### src/rtl/mem_access_ctrl_if.sv
// Signal bundle for mem_access_ctrl: pipeline-side request (mem_read,
// mem_write, load/store funct3, addr, store_data), the req/ready memory
// bus, and the pipeline results (load_data, stall, done, error pulses).
//   master : controller view (drives bus_*, load_data, stall, done, errs)
//   slave  : environment view (drives pipeline request and bus responses)
interface mem_access_ctrl_if;
  logic        mem_read;
  logic        mem_write;
  logic [2:0]  load_type;
  logic [2:0]  store_type;
  logic [31:0] addr;
  logic [31:0] store_data;
  logic        bus_ready;
  logic [31:0] bus_rdata;
  logic        bus_req;
  logic        bus_we;
  logic [31:0] bus_addr;
  logic [3:0]  bus_wstrb;
  logic [31:0] bus_wdata;
  logic [31:0] load_data;
  logic        stall;
  logic        done;
  logic        misalign_err;
  logic        timeout_err;

  modport master (
    input  mem_read, mem_write, load_type, store_type, addr, store_data,
           bus_ready, bus_rdata,
    output bus_req, bus_we, bus_addr, bus_wstrb, bus_wdata,
           load_data, stall, done, misalign_err, timeout_err
  );

  modport slave (
    output mem_read, mem_write, load_type, store_type, addr, store_data,
           bus_ready, bus_rdata,
    input  bus_req, bus_we, bus_addr, bus_wstrb, bus_wdata,
           load_data, stall, done, misalign_err, timeout_err
  );
endinterface

### src/rtl/mem_access_ctrl.sv
// Multi-cycle data-memory sequencer between the pipeline's load/store
// control and a variable-latency req/ready memory bus.
// Ports:
//   clk, rst : clock and synchronous active-high reset
//   mif      : mem_access_ctrl_if.master (pipeline request, bus, results)
// Parameter TIMEOUT_CYCLES: REQ cycles without bus_ready before abort.
module mem_access_ctrl #(
  parameter int unsigned TIMEOUT_CYCLES = 255
) (
  input logic               clk,
  input logic               rst,
  mem_access_ctrl_if.master mif
);
  localparam int unsigned CW = $clog2(TIMEOUT_CYCLES + 1);

  typedef enum logic [1:0] {IDLE, REQ, DONE} state_t;

  state_t        state, state_next;
  logic [CW-1:0] cnt;
  logic [CW-1:0] cnt_inc;
  logic          timeout_hit;
  logic          start;
  logic          legal;
  logic [3:0]    strb;
  logic [31:0]   wdat;
  logic [1:0]    lat_off;
  logic [2:0]    lat_lt;
  logic          lat_we;
  logic [15:0]   lane;
  logic [31:0]   ext;

  // Request decode: legality, strobes and replicated write data.
  always_comb begin
    start = mif.mem_read | mif.mem_write;
    legal = 1'b0;
    if (mif.mem_write) begin
      case (mif.store_type)
        3'b000:  legal = 1'b1;
        3'b001:  legal = ~mif.addr[0];
        3'b010:  legal = (mif.addr[1:0] == 2'b00);
        default: legal = 1'b0;
      endcase
    end else begin
      case (mif.load_type)
        3'b000, 3'b100: legal = 1'b1;
        3'b001, 3'b101: legal = ~mif.addr[0];
        3'b010:         legal = (mif.addr[1:0] == 2'b00);
        default:        legal = 1'b0;
      endcase
    end
    case (mif.store_type[1:0])
      2'b00: begin
        strb = 4'b0001 << mif.addr[1:0];
        wdat = {4{mif.store_data[7:0]}};
      end
      2'b01: begin
        strb = 4'b0011 << mif.addr[1:0];
        wdat = {2{mif.store_data[15:0]}};
      end
      default: begin
        strb = 4'b1111;
        wdat = mif.store_data;
      end
    endcase
  end

  // Load extraction from the latched byte offset and funct3.
  always_comb begin
    lane = 16'(mif.bus_rdata >> {lat_off, 3'b000});
    case (lat_lt)
      3'b000:  ext = {{24{lane[7]}}, lane[7:0]};
      3'b100:  ext = {24'd0, lane[7:0]};
      3'b001:  ext = {{16{lane[15]}}, lane[15:0]};
      3'b101:  ext = {16'd0, lane[15:0]};
      default: ext = mif.bus_rdata;
    endcase
  end

  assign cnt_inc     = cnt + CW'(1);
  assign timeout_hit = (cnt_inc == CW'(TIMEOUT_CYCLES));

  always_ff @(posedge clk) begin
    if (rst) state <= IDLE;
    else     state <= state_next;
  end

  always_comb begin
    state_next = state;
    mif.stall  = 1'b0;
    case (state)
      IDLE: begin
        if (start && legal) begin
          state_next = REQ;
          mif.stall  = 1'b1;
        end
      end
      REQ: begin
        mif.stall = 1'b1;
        if (mif.bus_ready || timeout_hit) state_next = DONE;
      end
      DONE:    state_next = IDLE;
      default: state_next = IDLE;
    endcase
  end

  // Registered bus outputs, load result, pulses and REQ-cycle counter.
  always_ff @(posedge clk) begin
    if (rst) begin
      mif.bus_req      <= 1'b0;
      mif.bus_we       <= 1'b0;
      mif.bus_addr     <= '0;
      mif.bus_wstrb    <= '0;
      mif.bus_wdata    <= '0;
      mif.load_data    <= '0;
      mif.done         <= 1'b0;
      mif.misalign_err <= 1'b0;
      mif.timeout_err  <= 1'b0;
      cnt              <= '0;
      lat_off          <= '0;
      lat_lt           <= '0;
      lat_we           <= 1'b0;
    end else begin
      mif.done         <= 1'b0;
      mif.misalign_err <= 1'b0;
      mif.timeout_err  <= 1'b0;
      case (state)
        IDLE: begin
          if (start && legal) begin
            mif.bus_req   <= 1'b1;
            mif.bus_we    <= mif.mem_write;
            mif.bus_addr  <= {mif.addr[31:2], 2'b00};
            mif.bus_wstrb <= mif.mem_write ? strb : 4'b0000;
            mif.bus_wdata <= mif.mem_write ? wdat : '0;
            lat_we        <= mif.mem_write;
            lat_off       <= mif.addr[1:0];
            lat_lt        <= mif.load_type;
            cnt           <= '0;
          end else if (start) begin
            mif.misalign_err <= 1'b1;
          end
        end
        REQ: begin
          cnt <= cnt_inc;
          if (mif.bus_ready) begin
            mif.bus_req <= 1'b0;
            mif.done    <= 1'b1;
            if (!lat_we) mif.load_data <= ext;
          end else if (timeout_hit) begin
            mif.bus_req     <= 1'b0;
            mif.done        <= 1'b1;
            mif.timeout_err <= 1'b1;
            if (!lat_we) mif.load_data <= '0;
          end
        end
        default: ;
      endcase
    end
  end
endmodule

### src/flat_wrapper.sv
// flat-port wrapper written by rule: the top's interface ports become plain ports
module mem_access_ctrl_flat 
#(
  parameter int unsigned TIMEOUT_CYCLES = 255
)
  (clk, rst, mif_mem_read, mif_mem_write, mif_load_type, mif_store_type, mif_addr, mif_store_data, mif_bus_ready, mif_bus_rdata, mif_bus_req, mif_bus_we, mif_bus_addr, mif_bus_wstrb, mif_bus_wdata, mif_load_data, mif_stall, mif_done, mif_misalign_err, mif_timeout_err);
  mem_access_ctrl_if mif_i ();
  input logic clk;
  input logic rst;
  input wire logic [$bits(mif_i.mem_read)-1:0] mif_mem_read;
  input wire logic [$bits(mif_i.mem_write)-1:0] mif_mem_write;
  input wire logic [$bits(mif_i.load_type)-1:0] mif_load_type;
  input wire logic [$bits(mif_i.store_type)-1:0] mif_store_type;
  input wire logic [$bits(mif_i.addr)-1:0] mif_addr;
  input wire logic [$bits(mif_i.store_data)-1:0] mif_store_data;
  input wire logic [$bits(mif_i.bus_ready)-1:0] mif_bus_ready;
  input wire logic [$bits(mif_i.bus_rdata)-1:0] mif_bus_rdata;
  output wire logic [$bits(mif_i.bus_req)-1:0] mif_bus_req;
  output wire logic [$bits(mif_i.bus_we)-1:0] mif_bus_we;
  output wire logic [$bits(mif_i.bus_addr)-1:0] mif_bus_addr;
  output wire logic [$bits(mif_i.bus_wstrb)-1:0] mif_bus_wstrb;
  output wire logic [$bits(mif_i.bus_wdata)-1:0] mif_bus_wdata;
  output wire logic [$bits(mif_i.load_data)-1:0] mif_load_data;
  output wire logic [$bits(mif_i.stall)-1:0] mif_stall;
  output wire logic [$bits(mif_i.done)-1:0] mif_done;
  output wire logic [$bits(mif_i.misalign_err)-1:0] mif_misalign_err;
  output wire logic [$bits(mif_i.timeout_err)-1:0] mif_timeout_err;
  assign mif_i.mem_read = mif_mem_read;
  assign mif_i.mem_write = mif_mem_write;
  assign mif_i.load_type = mif_load_type;
  assign mif_i.store_type = mif_store_type;
  assign mif_i.addr = mif_addr;
  assign mif_i.store_data = mif_store_data;
  assign mif_i.bus_ready = mif_bus_ready;
  assign mif_i.bus_rdata = mif_bus_rdata;
  assign mif_bus_req = mif_i.bus_req;
  assign mif_bus_we = mif_i.bus_we;
  assign mif_bus_addr = mif_i.bus_addr;
  assign mif_bus_wstrb = mif_i.bus_wstrb;
  assign mif_bus_wdata = mif_i.bus_wdata;
  assign mif_load_data = mif_i.load_data;
  assign mif_stall = mif_i.stall;
  assign mif_done = mif_i.done;
  assign mif_misalign_err = mif_i.misalign_err;
  assign mif_timeout_err = mif_i.timeout_err;
  mem_access_ctrl #(.TIMEOUT_CYCLES(TIMEOUT_CYCLES)) u_core (.clk(clk), .rst(rst), .mif(mif_i));
endmodule
### config.mk
export PLATFORM = sky130hd
export DESIGN_NAME = mem_access_ctrl_flat
export DESIGN_NICKNAME = d
export VERILOG_FILES = /design/src/rtl/mem_access_ctrl_if.sv /design/src/rtl/mem_access_ctrl.sv /design/src/flat_wrapper.sv
export SDC_FILE = /design/constraint.sdc
export NUM_CORES = 1
export LEC_CHECK = 0
export BUFFER_PORTS_ARGS = -buffer_cell sky130_fd_sc_hd__buf_2
export CAP_MARGIN = 20
export CORE_MARGIN = 4
export CORE_UTILIZATION = 54
export DETAILED_ROUTE_END_ITERATION = 16
export PLACE_DENSITY = 0.94
export SYNTH_ARGS = -nofsm -noshare
export SYNTH_HDL_FRONTEND = slang
export SYNTH_SLANG_ARGS = --single-unit
### constraint.sdc
create_clock -name clk -period 4.7 [get_ports clk]
set_input_delay 0.235 -clock clk [delete_from_list [all_inputs] [get_ports clk]]
set_output_delay 0.235 -clock clk [all_outputs]
set_load 0.01 [all_outputs]
==> Yosys cells after proc, flatten, opt, wreduce, memory -nomap -nowiden <==
Index checks and enable logic that the tools add are counted.
{ "classes": {"n_addsub": 1, "eq_ne": 15, "shift": 3, "mux": 26, "bitwise_logic": 5, "n_reduce_logical": 20} }
{ "op_table": {"columns": ["cell", "count"], "rows": [
  ["32-bit 2-to-1 mux", 5],
  ["32-bit case mux with 4 select lines", 1],
  ["32-bit case mux with 2 select lines", 1],
  ["32-bit by 5-bit right shift with 16-bit output", 1],
  ["8-bit case mux with 2 select lines", 1],
  ["3-bit equality test, second input constant", 4],
  ["3-bit by 1-bit equality test with 1-bit output, second input constant", 3],
  ["3-bit zero test", 3],
  ["8-bit by 1-bit adder with 8-bit output, second input constant", 1],
  ["8-bit equality test, second input constant", 1],
  ["1-bit 2-to-1 mux", 8],
  ["8-bit 2-to-1 mux", 1],
  ["4-bit case mux with 2 select lines", 1],
  ["3-bit by 2-bit equality test with 1-bit output, second input constant", 2],
  ["2-bit zero test", 3],
  ["1-bit case mux with 3 select lines", 2],
  ["2-bit AND reduction", 3],
  ["3-bit AND reduction", 2],
  ["2-bit OR reduction", 3],
  ["3-bit OR reduction", 2],
  ["2-bit by 1-bit equality test with 1-bit output, second input constant", 2],
  ["2-bit 2-to-1 mux", 2],
  ["4-bit 2-to-1 mux", 1],
  ["2-bit by 1-bit inequality test with 1-bit output, second input constant", 2],
  ["other kinds (10)", 15]
]} }
{ "totals": {"ff_bits": 118, "in_bits": 107, "output_inout_bits": 106, "word_cells": 83} }

==> Depth between registers and ports, before layout <==
Gate-level depths: netlist of the first run.
{ "depth": {"word_depth": 7, "ltp_mapped": 8, "mapped_depth_nobuf": 7} }

==> Least setup slack after synthesis of the first run <==
Ideal clock, no wire load.
{ "synth_path": {"path_kind": "register to register", "startpoint": "reg u_core.cnt[1]", "endpoint": "reg u_core.mif.load_data[16] in the netlist's numbering", "setup_time_ns": 0.072, "arrival_time_ns": 2.006, "required_ns": 4.628, "slack_ns": 2.622, "stages_incl_launch_ff": 9, "n_path_buf": 2, "period_less_slack_ns": 2.078, "path_cell_list": "dfxtp_1 -> ha_1 -> clkbuf_1 -> nand2_1 -> nor3_1 -> nor3_2 -> nor3_2 -> buf_6 -> mux2i_1"} }
{ "synth_via": {"elab_chain_len": 4} }
{ "synth_lines": {"columns": ["element", "line", "rtl"], "rows": [
  ["start, declared", "mem_access_ctrl.sv:19", "logic [CW-1:0] cnt;"],
  ["start signal, assigned", "mem_access_ctrl.sv:143", "cnt <= cnt_inc;"],
  ["8-bit by 1-bit adder with 8-bit output", "mem_access_ctrl.sv:79", "assign cnt_inc = cnt + CW'(1);"],
  ["8-bit equality test", "mem_access_ctrl.sv:80", "assign timeout_hit = (cnt_inc == CW'(TIMEOUT_CYCLES));"],
  ["2-bit nonzero test (no source line)", null, null],
  ["3-bit AND reduction (no source line)", null, null],
  ["end signal, assigned", "mem_access_ctrl.sv:147", "if (!lat_we) mif.load_data <= ext;"],
  ["end, declared", "mem_access_ctrl_if.sv:30", "load_data, stall, done, misalign_err, timeout_err"]
]} }
No other way between the ends.
A chain may end at the register's enable or synchronous reset.

==> Worst setup path in the final report of the first run <==
{ "layout_path": {"startpoint": "in mif_load_type[2]", "endpoint": "out mif_stall"} }
{ "layout_via": {"elab_chain_len": 7, "elab_cells_between_ends": 12, "classes_between": "eq/ne (4); mux (4); reduce/logical (4)"} }
{ "layout_lines": {"columns": ["element", "line", "rtl"], "rows": [
  ["start, declared", "flat_wrapper.sv:12", "input wire logic [$bits(mif_i.load_type)-1:0] mif_load_type;"],
  ["3-bit by 1-bit equality test with 1-bit output, or another cell as far along", "mem_access_ctrl.sv:44", "case (mif.load_type)"],
  ["2-bit OR reduction", "mem_access_ctrl.sv:44", null],
  ["1-bit case mux with 3 select lines (*)", "mem_access_ctrl.sv:44", null],
  ["1-bit 2-to-1 mux (*)", "mem_access_ctrl.sv:36", "if (mif.mem_write) begin"],
  ["1-bit logical AND (*)", "mem_access_ctrl.sv:92", "if (start && legal) begin"],
  ["1-bit 2-to-1 mux (*)", "mem_access_ctrl.sv:92", null],
  ["1-bit case mux with 2 select lines (*)", "mem_access_ctrl.sv:90", "case (state)"],
  ["end, declared", "flat_wrapper.sv:24", "output wire logic [$bits(mif_i.stall)-1:0] mif_stall;"]
]} }
Every way passes the cells marked *; elsewhere a longest branch is shown, timed or not.

==> results of run 1 <==
-- kinds of logic after synthesis --
| family | synth area share [%] |
|---|---|
| buffers and inverters | 6.23 |
| DFF | 40.6 |
| and+or+nand+nor | 15.0 |
| muxes | 10.4 |
| AOI/OAI and AO/OA | 27.3 |
| other | 0.0644 |
| adders and majority gates | 0.430 |
-- state kept, by name, indices dropped and copies added, names as in the netlist --
signal	flops
u_core.mif.bus_wdata	32
u_core.mif.load_data	32
u_core.mif.bus_addr	30
u_core.cnt	8
u_core.mif.bus_wstrb	4
u_core.lat_lt	3
u_core.lat_off	2
u_core.state	2
u_core.lat_we	1
u_core.mif.bus_req	1
u_core.mif.done	1
u_core.mif.misalign_err	1
u_core.mif.timeout_err	1
-- routing by layer --
metal / wire length [um] / GRT usage, %
met3: 2400 / 10.4
met1: 7380 / 37.5
met5: 0 / 0
met4: 1120 / 18.2
met2: 9750 / 52.2
-- final timing paths --
check             slack (ns)  cells past startpoint                  endpoint                     from
hold / removal          0.03                      3   u_core.mif.load_data[1]         mif_bus_rdata[1]
hold reg to reg         0.45                      2   u_core.mif.load_data[1]  u_core.mif.load_data[1]
setup reg to reg        1.86                      6  u_core.mif.load_data[29]            u_core.cnt[1]
setup / recovery        1.81                      7                 mif_stall         mif_load_type[2]
-- per-stage QoR --
stage,area [um2],utilization [%]
floorplan,5820,-
global placement,6790,65.2
detailed placement,6790,65.2
CTS,7630,73.2
global route,7640,73.3
finish,7640,73.3
-- power by group through the flow --
stage          logic, mW  clock network [mW]  registers, mW
4_1_cts            0.412                1.20           1.07
2_1_floorplan      0.245                   0           1.09
5_1_grt            0.463                1.25           1.08
3_3_place_gp       0.383                   0           1.09
3_5_place_dp       0.390                   0           1.09
6_report           0.430                1.19           1.07
-- area by class of cell --
cell class / instances / area, um2
inverters: 7 / 26.3
fillers: 727 / 2780
well taps: 136 / 170
clock inverters: 14 / 129
flip-flops and latches: 118 / 2360
clock buffers: 17 / 414
repair buffers: 248 / 1410
multi-input cells: 484 / 3120
-- critical path: stages --
cell	delay (ns)
dlygate4sd3_1	0.54
buf_2	0.13
o31a_1	0.29
o22a_1	0.22
o22a_2	0.46
o21ai_1	0.54
buf_2	0.24
-- cell usage in the layout, fill, tap and decap left out, types with 2 or more instances in the layout --
cell,instances
a21oi_1,84
a221o_1,8
a311oi_1,3
a31oi_1,3
a32o_1,9
buf_2,210
buf_4,8
clkbuf_16,16
clkinv_2,3
clkinv_4,4
clkinvlp_4,3
conb_1,2
dfxtp_1,118
dlygate4sd3_1,30
ha_1,2
inv_1,7
inv_6,3
mux2_2,16
mux2i_1,40
nand2_1,67
nand2b_1,6
nand3_1,55
nand4_1,2
nor2_1,15
nor2b_1,4
nor3_1,2
nor3_4,2
nor4_1,2
o2111ai_1,19
o211ai_1,3
o21a_1,2
o21ai_0,69
o21ai_1,27
o221ai_1,4
o22a_1,2
o2bb2ai_1,4
o31ai_1,5
==> results.json, run 1 <==
{
  "finalHoldViolCount": 0,
  "synth_commonest_cells": "dfxtp_1, a21oi_1, o21ai_0",
  "vias_per_cell": 6.39,
  "rows": 37,
  "synth_ff_type": "dfxtp_1",
  "htree_levels": 4,
  "antenna_cells": 0,
  "grt_pass1_wl_mm": 33.1,
  "worst_ir_drop_vdd_mv": 0.381,
  "antenna_found_initial": 0,
  "grt_overflow": 0,
  "drc": 0,
  "finalNetCount": 985,
  "synthCells": 681,
  "core_area_um2": 10400,
  "synth_edf_count": 0,
  "cts_tree": "built",
  "worstPathRequired_ns": 4.47,
  "synth-seq-cells": 118,
  "p_sw_uw": 787,
  "clock_latency_ns": 0.51,
  "cp_max_fo": 39,
  "die_h_um": 112,
  "synth_area_um2": 5820,
  "start_kind": "primary input",
  "synth_area_leader_cell": "dfxtp_1",
  "yosysWarnings": 0,
  "fmaxAchievable_mhz": 346,
  "p_per_area_nw_per_um2": 353,
  "first_iter_violations": 724,
  "vias": 6545,
  "initial_core_util_pct": 55.9,
  "cap_violations": 0,
  "min_path_type": "primary input to flip-flop",
  "post-cts-setup-buffers": 0,
  "pwr-share-clk_pct": 44.2,
  "status": "complete, no violations",
  "fin_ws_ns": 1.81,
  "grt_max_degree": 92,
  "synthToLayoutAreaGrowth_pct": 31.2,
  "internal_power_mw": 1.90,
  "instances_no_fill": 1024,
  "seq_area_frac_synth_pct": 40.6,
  "slew-limit-headroom_pct": 27.9,
  "tns_ns": 0,
  "syn_area_per_cell_um2": 8.55,
  "synth_area_leaders": "dfxtp_1, a21oi_1, mux2i_1",
  "clock-sinks": 118,
  "combPwrFrac_pct": 16.0,
  "seq_power_share_pct": 39.8,
  "routed_wl_mm": 20.7,
  "place_congestion": 0.964,
  "hold_ws_ns": 0.0300,
  "clockBufferDepth": 2,
  "fin_crit_sh_pct": 61.6,
  "arrival_ns": 2.66,
  "synthArstFlopShare_pct": 0,
  "synth.top_cell.area_share_pct": 40.6,
  "drv_slew": 0,
  "grt_setup_unrepaired": "false",
  "dpl_worst_slack_ns": 1.91,
  "worstSetupPathType": "primary input to output pin",
  "ios": 213,
  "dp_hpwl_mm": 12.6,
  "layout-drive-gt1-share_pct": 31.6,
  "track_usage_pct": 32.2,
  "antenna_left": 0,
  "grt_pass1_vias": 6472,
  "finalCriticalPeriod_ns": 2.89,
  "root_buffer": "clkbuf_8",
  "clock_skew_ns": 0.00857,
  "end_kind": "output pin",
  "cts_hold_buf": 30,
  "cts_resized": 0,
  "synthMostInstantiatedCell": "dfxtp_1",
  "cts-buffers-inserted": 17,
  "die_x_um": 112,
  "clkSlewWorstSetupHoldPaths_ns": 0.06,
  "io_buffers": 210,
  "dr.pass1.iters": 6,
  "sw_frac_of_total_pct": 29.2,
  "final-setup-viol-count": 0,
  "dpl.cell_count": 962,
  "synthDistinctLibCells": 58,
  "wl_per_cell_um": 20.2,
  "tightest_slew_ns": 1.08,
  "finalPower_mw": 2.69,
  "die_area_um2": 12500,
  "leakagePower_nw": 3.14
}
Note: power is estimated with default switching activity, not from simulation.
==> run 2: changes to the inputs <==
Settings changed: CORE_UTILIZATION 54 to 45, PLACE_DENSITY 0.94 to 0.85.
Clock period 4.7 ns to 2.3 ns, I/O delays scaled along.
==> run 2 against run 1 <==
Effect of this change:
- die area increased by 19%
- cell count is 6.9% higher
- first-iteration DRC count grew 5.8%
- clock power grew 140%
- critical path type unchanged
- largest power group unchanged
- highest routed layer unchanged
==> results.json, run 2 (synthesized netlist as in run 1, its figures left out) <==
{
  "clock_skew_ns": 0.00803,
  "largestRegisters": "u_core.mif.bus_wdata: 32 flops, u_core.mif.load_data: 32 flops, u_core.mif.bus_addr: 30 flops",
  "routed_wl_mm": 20.4,
  "clock_latency_ns": 0.42,
  "p_per_area_nw_per_um2": 735,
  "reg2reg_slack_ns": 0.15,
  "whs_endpoint": "u_core.mif.load_data[1]",
  "tightest_slew_ns": 0.712,
  "htree_levels": 4,
  "tns_ns": 0,
  "finalHoldViolCount": 0,
  "grt_overflow": 0,
  "final_common_cell": "buf_2",
  "start_kind": "primary input",
  "cap_violations": 0,
  "r2r-start": "u_core.cnt[1]",
  "layout_common_cells": "buf_2, dfxtp_1, a21oi_1",
  "clock-sinks": 118,
  "vias_per_cell": 5.91,
  "worstReg2RegEnd": "u_core.mif.load_data[27]",
  "layout-drive-gt1-share_pct": 33.4,
  "fmaxAchievable_mhz": 460,
  "io_buffers": 210,
  "finalNetCount": 1018,
  "fin_crit_sh_pct": 94.4,
  "worstSetupPathType": "primary input to output pin",
  "fillers": 1017,
  "antenna_found_initial": 0,
  "drc": 0,
  "root_buffer": "clkbuf_16",
  "initial_core_util_pct": 46.1,
  "finalPower_mw": 5.92,
  "grt_setup_unrepaired": "false",
  "first_iter_violations": 766,
  "grt_max_degree": 91,
  "r2r_cells": 6,
  "arrival_ns": 2.06,
  "leakagePower_nw": 3.35,
  "final-setup-viol-count": 0,
  "worstPathRequired_ns": 2.18,
  "grt_pass1_vias": 6177,
  "end_kind": "output pin",
  "vias": 6474,
  "finalCriticalPeriod_ns": 2.17,
  "core_area_um2": 12600,
  "hold_path_depth": 3,
  "die_h_um": 122,
  "grt_pass1_wl_mm": 31.4,
  "antenna_left": 0,
  "dr.pass1.iters": 6,
  "synthToLayoutAreaGrowth_pct": 38.3,
  "dp_hpwl_mm": 12.8,
  "cts-buffers-inserted": 17,
  "place_congestion": 0.926,
  "status": "complete, no violations",
  "cts_tree": "built",
  "hold_start": "mif_bus_rdata[1]",
  "ios": 213,
  "clockBufferDepth": 2,
  "slew-limit-headroom_pct": 52.4,
  "track_usage_pct": 26.7,
  "clkSlewWorstSetupHoldPaths_ns": 0.05,
  "min_path_type": "primary input to flip-flop",
  "drv_slew": 0,
  "die_area_um2": 14800,
  "cp_max_fo": 7,
  "rows": 41,
  "die_x_um": 122,
  "worst_ir_drop_vdd_mv": 0.613,
  "wl_per_cell_um": 18.6
}
## run 2: what timing repair did
item | in CTS | in global routing
buffers inserted | 0 | 0
hold buffers | 36 | 0
gates resized for setup | 0 | 2
hold endpoints to repair | 36 | 0
endpoints found under the setup margin | 20 | 10
pin swaps | 1 | 0
gates cloned | 1 | 0
## run 2: area by class of cell
class,instances,area [um2],area share (%)
inverter,7,26.3,0.326
multi-input combinational,485,3140,39.0
tap,172,215,2.67
antenna,1,2.50,0.0311
clock inverter,12,176,2.19
sequential,118,2360,29.3
clock buffer,20,447,5.55
timing repair buffer,280,1680,20.9
## run 2: through the flow
| step | cells | utilization [%] | hold slack (ns) | worst slack, ns | area (um2) |
|---|---|---|---|---|---|
| 6_report | 1095 | 63.8 | 0.0116 | 0.128 | 8050 |
| 5_1_grt | 1094 | 63.8 | 0.0132 | 0.0453 | 8050 |
| 4_1_cts | 1094 | 63.7 | 0.00000328 | 0.00303 | 8040 |
| 3_5_place_dp | 1025 | 55.8 | 0.377 | -0.189 | 7050 |
| 3_3_place_gp | 1025 | 55.8 | 0.368 | -0.111 | 7050 |
| 2_1_floorplan | 682 | - | 0.263 | 0.222 | 5820 |
## run 2: worst max path at each step
stage	startpoint	end	cells past startpoint
3_5_place_dp	u_core.cnt[0]	u_core.mif.load_data[24]	6
6_report	mif_load_type[1]	mif_stall	7
5_1_grt	mif_load_type[1]	mif_stall	7
4_1_cts	u_core.cnt[1]	u_core.mif.load_data[16]	6
2_1_floorplan	u_core.cnt[1]	u_core.mif.load_data[16]	8
3_3_place_gp	u_core.cnt[0]	u_core.mif.load_data[17]	6
## run 2: power by group
part	switching (mW)	total [mW]	internal, mW
clock network	0.969	2.81	1.84
logic	0.572	0.944	0.372
registers	0.0467	2.17	2.12
total	1.59	5.92	4.33
## run 2: metal layers
layer / vias to the layer above / wire length, um / part of all wire [%] / global-route usage, %
li1: 2987 / - / - / -
met3: 50 / 2350 / 12 / 9.05
met1: 2999 / 7980 / 39 / 33.3
met5: - / 0 / 0 / 0
met2: 438 / 9490 / 47 / 42.3
met4: 0 / 550 / 2.7 / 11.3
## run 2: critical path, stage by stage
cell,delay (ns)
dlygate4sd3_1,0.56
buf_2,0.15
o31a_1,0.10
o22a_1,0.21
o22a_2,0.24
o21ai_1,0.44
buf_2,0.24
==> run 3: changes to the inputs <==
Settings changed: ABC_AREA set to 1.
==> run 3 against run 2 <==
Effect of this change:
- first-iteration DRC count decreased by 30%
- die area fell by 2.9%
- cell area fell by 3.3%
- sequential power grew 2%
- global-route usage down 1.0 points
- worst hold slack better by 0.039 ns
- setup slack gained 0.23 ns
- flip-flop and latch count unchanged
- register-to-register slack better by 0.21 ns
- power shrank 1.3%
- synthesized cell count increased by 24%
- critical path type is now flip-flop to flip-flop
==> results.json, run 3 <==
{
  "status": "complete, no violations",
  "antenna_found_initial": 1,
  "layout_common_cells": "buf_2, nand2_1, nor2_1",
  "grt_overflow": 0,
  "fillers": 1090,
  "grt_pass1_vias": 6069,
  "cts_resized": 0,
  "track_usage_pct": 25.7,
  "clockBufferDepth": 2,
  "clock_skew_ns": 0.00512,
  "die_h_um": 120,
  "use_met1_pct": 29.0,
  "wl_per_cell_um": 14.8,
  "fin_crit_sh_pct": 84.5,
  "dp_hpwl_mm": 12.8,
  "synth_area_leaders": "dfxtp_1, nand2_1, a21oi_1",
  "synth_area_um2": 5640,
  "synth-seq-cells": 118,
  "synthDistinctLibCells": 32,
  "finalHoldViolCount": 0,
  "synth_area_leader_cell": "dfxtp_1",
  "finalNetCount": 1186,
  "instances_no_fill": 1258,
  "clock_latency_ns": 0.41,
  "arrival_ns": 2.24,
  "io_buffers": 210,
  "synth_commonest_cells": "nand2_1, nor2_1, dfxtp_1",
  "start_kind": "flip-flop",
  "seq_area_frac_synth_pct": 41.9,
  "vias": 6473,
  "dpl_worst_slack_ns": 0.398,
  "final_core_util_pct": 64.0,
  "synthCells": 846,
  "root_buffer": "clkbuf_16",
  "synth_edf_count": 0,
  "clock-sinks": 118,
  "worstPathRequired_ns": 2.60,
  "place_congestion": 0.879,
  "synth.top_cell.area_share_pct": 41.9,
  "ios": 213,
  "syn_area_per_cell_um2": 6.67,
  "grtUsageMet3_pct": 9.85,
  "htree_levels": 4,
  "finalCriticalPeriod_ns": 1.94,
  "drv_slew": 0,
  "fin_ws_ns": 0.357,
  "placed_area_um2": 6800,
  "post-cts-setup-buffers": 0,
  "grt_setup_unrepaired": "false",
  "cts_hold_buf": 40,
  "slew-limit-headroom_pct": 58.8,
  "initial_core_util_pct": 46.4,
  "tns_ns": 0,
  "worstSetupPathType": "flip-flop to flip-flop",
  "cts_tree": "built",
  "synthToLayoutAreaGrowth_pct": 38.0,
  "final_common_cell": "buf_2",
  "grt_pass1_wl_mm": 29.7,
  "antenna_left": 0,
  "yosysWarnings": 0,
  "cp_max_fo": 46,
  "vias_per_cell": 5.15,
  "cts-buffers-inserted": 17,
  "die_x_um": 120,
  "min_path_type": "primary input to flip-flop",
  "drc": 0,
  "final-setup-viol-count": 0,
  "cap_violations": 0,
  "dr.pass1.iters": 5,
  "tightest_slew_ns": 0.618,
  "layout-drive-gt1-share_pct": 25.7,
  "p_per_area_nw_per_um2": 751,
  "core_area_um2": 12200,
  "worst_ir_drop_vdd_mv": 0.881,
  "grt_busiest_layer": "met2",
  "largestRegisters": "u_core.mif.bus_wdata: 32 flops, u_core.mif.load_data: 32 flops, u_core.mif.bus_addr: 30 flops",
  "rows": 40,
  "routed_wl_mm": 18.7,
  "first_iter_violations": 535,
  "synthArstFlopShare_pct": 0,
  "grt_max_degree": 63,
  "synthMostInstantiatedCell": "nand2_1",
  "use_met2_pct": 42.1,
  "fmaxAchievable_mhz": 515,
  "clkSlewWorstSetupHoldPaths_ns": 0.05,
  "leakagePower_nw": 3.61,
  "finalInstanceArea_um2": 7780,
  "end_kind": "flip-flop",
  "synth_ff_type": "dfxtp_1",
  "die_area_um2": 14400,
  "dpl.cell_count": 1186
}
-- run 3: power by group --
group	total [mW]	internal, mW	switching (mW)
combinational	1.02	0.397	0.624
clock	2.61	1.71	0.902
sequential	2.21	2.15	0.0572
-- run 3: through the flow --
stage	power (mW)	hold WS, ns
6_report	5.85	0.0509
5_1_grt	6.11	0.0559
4_1_cts	5.87	0.0305
3_5_place_dp	3.20	0.362
3_3_place_gp	3.19	0.350
2_1_floorplan	2.84	0.258
-- run 3: final cells by class --
type	count	area [um2]	area share, %
Tap cell	168	210	2.70
Multi-Input combinational cell	627	2840	36.5
Clock inverter	10	130	1.67
Sequential cell	118	2360	30.4
Inverter	47	176	2.27
Clock buffer	21	450	5.79
Antenna cell	1	2.50	0.0322
Timing Repair Buffer	266	1610	20.7
-- run 3: final timing paths --
path | start | end | slack [ns] | cells after the start
worst max-delay path | u_core.cnt[0] | u_core.mif.load_data[28] | 0.36 | 13
worst min-delay path | mif_store_data[20] | u_core.mif.bus_wdata[20] | 0.05 | 5
worst max register to register | u_core.cnt[0] | u_core.mif.load_data[28] | 0.36 | 13
worst min register to register | u_core.mif.bus_wdata[11] | u_core.mif.bus_wdata[11] | 0.46 | 2
-- run 3: metal layers --
layer / wire, um / share of wire, % / vias up
li1: - / - / 3220
met3: 1990 / 11 / 57
met5: 0 / 0 / -
met2: 8750 / 47 / 332
met4: 808 / 4.3 / 0
met1: 7110 / 38 / 2864
-- run 3: cell families after synthesis --
| family | synth area share (%) |
|---|---|
| other | 0.0665 |
| AO/OA/AOI/OAI | 20.4 |
| flip-flops | 41.9 |
| adder cells (fa/ha/maj) | 0.444 |
| buffers and inverters | 7.99 |
| AND/OR/NAND/NOR | 29.1 |
| XOR/XNOR | 0.155 |
-- run 3: worst max-delay path, stage by stage (launching register included) --
cell and delay, ns:
dfxtp_1 0.41, ha_1 0.21, nand2_1 0.09, nor2_1 0.13, nand2_1 0.06, nand2_1 0.05
nand2_1 0.06, nor2_1 0.09, nand3_1 0.08, nand2_2 0.14, buf_12 0.24, nand3_1 0.11
nand2_1 0.09, nor2_1 0.04
